[src/rtl/network_rx_return_queue.sv]
// Return-path queue: pairs captured request metadata with the next-cycle response
// word and injects the result into the return network via valid/ready.
module network_rx_return_queue #(
  parameter int unsigned data_width_p   = 32,
  parameter int unsigned x_cord_width_p = 7,
  parameter int unsigned y_cord_width_p = 7,
  parameter int unsigned reg_id_width_p = 5,
  parameter int unsigned els_p          = 2
) (
  input  logic                      clk_i,
  input  logic                      reset_i,
  input  logic                      req_yumi_i,
  input  logic [x_cord_width_p-1:0] req_src_x_i,
  input  logic [y_cord_width_p-1:0] req_src_y_i,
  input  logic [reg_id_width_p-1:0] req_reg_id_i,
  input  logic                      req_w_i,
  input  logic                      req_float_wb_i,
  input  logic                      rsp_v_i,
  input  logic [data_width_p-1:0]   rsp_data_i,
  output logic                      credit_avail_o,
  output logic                      ret_v_o,
  output logic [1:0]                ret_type_o,
  output logic [data_width_p-1:0]   ret_data_o,
  output logic [reg_id_width_p-1:0] ret_reg_id_o,
  output logic [x_cord_width_p-1:0] ret_x_o,
  output logic [y_cord_width_p-1:0] ret_y_o,
  input  logic                      ret_ready_i
);

  localparam int unsigned PTR_W = (els_p > 1) ? $clog2(els_p) : 1;
  localparam int unsigned CNT_W = $clog2(els_p + 1);
  localparam int unsigned OCC_W = CNT_W + 1;

  localparam logic [1:0] TYPE_CREDIT   = 2'd0;
  localparam logic [1:0] TYPE_INT_WB   = 2'd1;
  localparam logic [1:0] TYPE_FLOAT_WB = 2'd2;

  typedef struct packed {
    logic [x_cord_width_p-1:0] x;
    logic [y_cord_width_p-1:0] y;
    logic [reg_id_width_p-1:0] reg_id;
    logic [1:0]                typ;
  } meta_t;

  typedef struct packed {
    meta_t                   meta;
    logic [data_width_p-1:0] data;
  } entry_t;

  logic             r_pending;
  meta_t            r_meta;
  entry_t           r_mem [els_p];
  logic [PTR_W-1:0] r_wr_ptr;
  logic [PTR_W-1:0] r_rd_ptr;
  logic [CNT_W-1:0] r_count;

  logic             w_enq;
  logic             w_deq;
  logic             w_full;
  logic             w_push;
  logic [1:0]       w_req_type;
  logic [OCC_W-1:0] w_occ;
  entry_t           w_head;

  function automatic logic [PTR_W-1:0] ptr_inc(input logic [PTR_W-1:0] p);
    return (p == PTR_W'(els_p - 1)) ? '0 : p + PTR_W'(1);
  endfunction

  assign w_req_type = req_w_i ? TYPE_CREDIT : (req_float_wb_i ? TYPE_FLOAT_WB : TYPE_INT_WB);
  assign w_enq      = rsp_v_i & r_pending;
  assign w_deq      = ret_v_o & ret_ready_i;
  assign w_full     = (r_count == CNT_W'(els_p));
  // A full queue still accepts a push when its head leaves in the same cycle.
  assign w_push     = w_enq & (~w_full | w_deq);
  assign w_occ      = OCC_W'(r_count) + OCC_W'(r_pending);
  assign w_head     = r_mem[r_rd_ptr];

  assign credit_avail_o = (w_occ < OCC_W'(els_p));
  assign ret_v_o        = (r_count != '0);

  // Head entry onto the return port; zeros while the queue is empty.
  always_comb begin
    ret_type_o   = '0;
    ret_data_o   = '0;
    ret_reg_id_o = '0;
    ret_x_o      = '0;
    ret_y_o      = '0;
    if (ret_v_o) begin
      ret_type_o   = w_head.meta.typ;
      ret_data_o   = w_head.data;
      ret_reg_id_o = w_head.meta.reg_id;
      ret_x_o      = w_head.meta.x;
      ret_y_o      = w_head.meta.y;
    end
  end

  always_ff @(posedge clk_i) begin
    if (reset_i) begin
      r_pending <= 1'b0;
      r_meta    <= '0;
      r_wr_ptr  <= '0;
      r_rd_ptr  <= '0;
      r_count   <= '0;
    end else begin
      r_pending <= req_yumi_i;
      if (req_yumi_i) begin
        r_meta.x      <= req_src_x_i;
        r_meta.y      <= req_src_y_i;
        r_meta.reg_id <= req_reg_id_i;
        r_meta.typ    <= w_req_type;
      end
      if (w_push) r_wr_ptr <= ptr_inc(r_wr_ptr);
      if (w_deq)  r_rd_ptr <= ptr_inc(r_rd_ptr);
      unique case ({w_push, w_deq})
        2'b10:   r_count <= r_count + CNT_W'(1);
        2'b01:   r_count <= r_count - CNT_W'(1);
        default: r_count <= r_count;
      endcase
    end
  end

  // Entry storage carries no reset; validity is tracked by r_count alone.
  always_ff @(posedge clk_i) begin
    if (!reset_i && w_push) begin
      r_mem[r_wr_ptr] <= '{meta: r_meta, data: rsp_data_i};
    end
  end

  always @(posedge clk_i) begin
    if (!reset_i) begin
      assert (!(rsp_v_i && !r_pending))
        else $error("rsp_v_i with no pending request metadata; response word dropped");
      assert (!(r_pending && !rsp_v_i))
        else $error("pending request metadata with no response word; metadata dropped");
      assert (!(w_enq && w_full && !w_deq))
        else $error("enqueue into a full return queue");
    end
  end

endmodule

[config.mk]
export PLATFORM = sky130hd
export DESIGN_NAME = network_rx_return_queue
export DESIGN_NICKNAME = d
export VERILOG_FILES = /design/src/rtl/network_rx_return_queue.sv
export SDC_FILE = /design/constraint.sdc
export NUM_CORES = 1
export LEC_CHECK = 0
export ABC_AREA = 1
export CORE_UTILIZATION = 28
export DETAILED_ROUTE_END_ITERATION = 8
export PLACE_DENSITY_LB_ADDON = 0.2
export SLEW_MARGIN = 20
export SYNTH_ARGS = -nofsm -noshare
export SYNTH_HDL_FRONTEND = slang
export SYNTH_SLANG_ARGS = --single-unit
[constraint.sdc]
create_clock -name clk_i -period 4.49 [get_ports clk_i]
set_clock_uncertainty 0.2 [all_clocks]
set_input_delay 0.898 -clock clk_i [delete_from_list [all_inputs] [get_ports clk_i]]
set_output_delay 0.898 -clock clk_i [all_outputs]
set_load 0.02 [all_outputs]
==> run summary <==
The logs give 17 for the CTS buffer count and 3384 for the via count of the routed design. After synthesis the cells add up to 0.004999 sq mm. The logs give 0 ns for the final total negative setup slack and 0 for the count of pins over their slew limit. The post-place setup slack is 1.188 ns, and the peak supply drop is 0.2477 mV. The top fanout value on the critical path was 53. The run gives 1632 as the fill cell total of the finished layout. First-pass GRT wire length: 17.42 mm. During placement, the flow inserted port buffers numbering 112. Yosys synthesis warning count: 0.

The layout overhead on the synthesized area was 38.22%; the DRC violation count after routing was 0. The number of global-route vias before repair came out at 3365. The starting density of the core came out at 0.2880. Final clock period utilization by the worst path: 0.8011. In this run the static leakage power is 2.429 nW. Max-cap violations in this run came to 0.

Total count of hold-check failures in the final report: 0. Traced cell by cell, the critical path runs through inv_2, nand2_1, a21oi_1, clkdlybuf4s50_1. The die extent in y was 135.6 um. For the share of synthesized area occupied by flip-flops and latches, the log shows 0.7449. The congestion estimate from routability-driven global placement came to 0.7080.

The worst setup path is of the reg -> out kind. For the number of antenna violations at the first check in global routing, the log shows 0. The ratio of cells with drive above 1 in the final layout was 0.07706; the number of buffers inserted to repair setup after CTS was 0. STA classifies the critical path endpoint as a primary output. 113 I/O pins were placed. Counting flops and latches in the post-synthesis netlist gives 133. For the worst setup path, the data required time is 3.39 ns. Count of TritonRoute iterations in the first routing pass: 5.

The H-tree was split into 4 levels. After clock tree synthesis, the flow added hold-fix buffers numbering 0. For this run, the slowest stage of the critical path takes 0.72 ns. Number of library cell types mapped by synthesis: 22.

Setup repair after global routing left no endpoint under its margin. The average instance area after synthesis works out to 11.90 sq um. The run gives 590 as the net total in the final layout. The DRC marker count from the first detailed-route iteration was 175; the instance count after placement with tap cells included was 738. Summed over all nets, the half-perimeter wirelength after detailed placement is 6.625 mm. Counting every net in the synthesized netlist gives 478.

On the critical path, the stage with the largest delay is an instance of inv_2. The arrival time of the worst setup path was 2.50 ns. STA classifies the critical path startpoint as a flip-flop. The clock passes through at most 2 buffers. After clock tree synthesis, the clock-pin slew on the worst setup and hold paths is 0.05 ns. The flow ran to the end, and the final reports show no timing, DRC or antenna violations. TritonCTS built the clock tree. The row count was 48; the hold slack was 0.2482 ns. The total global routing overflow was 0. Power spread over the standard cell area amounts to 438.3 mW/mm^2.

Timing would allow up to 278.0 MHz. The clock net in this run drives a total of 133 sinks. The floorplan step defined a core boundary enclosing 0.01736 sq mm.

For the worst-skew pair, the clock arrives at the later sink with an insertion delay of 0.41 ns. After detailed routing, the total wire length is 11.30 mm. The run gives 0.1289 as the global router's overall resource usage. Leaving out filler cells and counting taps, the final layout contains 770. Clock tree synthesis selected as its root buffer the cell clkbuf_16. The clock period minus worst slack works out to 3.597 ns.

Dividing the detail-routed wire length by the instance count gives 14.68 um. For the number of diodes, the log shows 0. The setup-violating endpoint count in the final report came out at 0. Most common library cell in the layout ignoring fill and taps: nand2_1. The class of the most critical hold timing path was reg -> reg. The ratio of routed vias to standard cells came out at 4.395. From left edge to right edge, the die measures 135.6 um.

Tightest slew margin relative to the limit: 0.3274. Once detail routing completed, the nets flagged for antenna violations numbered 0. The die footprint was 0.01839 sq mm. The cell count after synthesis came out at 420. The top cell types in the final layout, fill and taps aside, are 115 x nand2_1, 112 x clkdlybuf4s50_1, 106 x edfxtp_1, 59 x a21oi_1, 43 x nor2_1. At the pin with the least slew margin, the transition time is 1.008 ns. Post-CTS repair changed the size of 0 cells.

Entering global routing, the biggest net connects 54 pins. Least setup slack across all paths after layout: 0.8932 ns.
[critical path, delay by kind of cell, from the launching register on]
family | cells | cell delay [ns]
compound gates | 1 | 0.28
buf+inv | 2 | 1.38
flops | 1 | 0.32
simple gates | 1 | 0.11
[Yosys cell counts (all sizes together)]
cell type  number  share of area
a31oi           1         0.0013
clkbuf          4         0.0030
nand3           5         0.0050
edfxtp        106           0.64
or2             1         0.0013
nor3            1         0.0010
inv             8         0.0065
o21ai          22          0.023
nor2           47          0.037
buf            21          0.027
dfxtp          27           0.11
nand2         117          0.089
a21oi          60          0.061
[area by class of cell]
class                   count  area (sq um)  share of cell area
clock buffers              21         440.4             0.06374
clock inverters            11         157.7             0.02282
inverters                   8         32.53            0.004708
multi-input cells         254          1106              0.1601
flip-flops and latches    133          3725              0.5391
well taps                 225         281.5             0.04075
repair buffers            118          1166              0.1688
[through the flow]
step	utilization	instance area (sq um)	power, W
finish	0.3981	6909	0.003028
global route	0.3981	6909	0.003141
CTS	0.3981	6909	0.003062
detailed placement	0.3636	6311	0.001652
global placement	0.3636	6311	0.001648
floorplan	-	4999	0.001517
[flip-flops by register name, summed over array words and instances (netlist names), named ones only]
register,count
r_meta,21
r_count,2
r_wr_ptr,1
r_pending,1
r_rd_ptr,1
r_mem,106
[cells by family after synthesis]
group	synth area share
AO/OA/AOI/OAI	0.08486
flip-flops	0.7449
buffers and inverters	0.03679
AND/OR/NAND/NOR	0.1334
[where the power goes]
| group | switching, W | internal, W |
|---|---|---|
| combinational | 0.000136 | 0.000113 |
| sequential | 0.0000149 | 0.00136 |
| clock | 0.000484 | 0.000922 |
[routing by layer]
layer,global-route usage,vias up,wire length (um)
met2,0.2075,101,5354
met5,0,-,0
met1,0.1634,1602,5287
li1,-,1671,-
met3,0.03779,10,542
met4,0.04682,0,120
[worst paths after layout]
path | startpoint | end | slack [ns] | cells past startpoint
setup / recovery | flip-flop | ret_x_o[4] | 0.89 | 4
hold / removal | r_meta[15] | r_mem[1][47] | 0.25 | 0
setup reg to reg | r_count[0] | r_mem[0][12] | 2.16 | 6
hold reg to reg | r_meta[15] | r_mem[1][47] | 0.25 | 0
(Power assumes the default switching activity.)
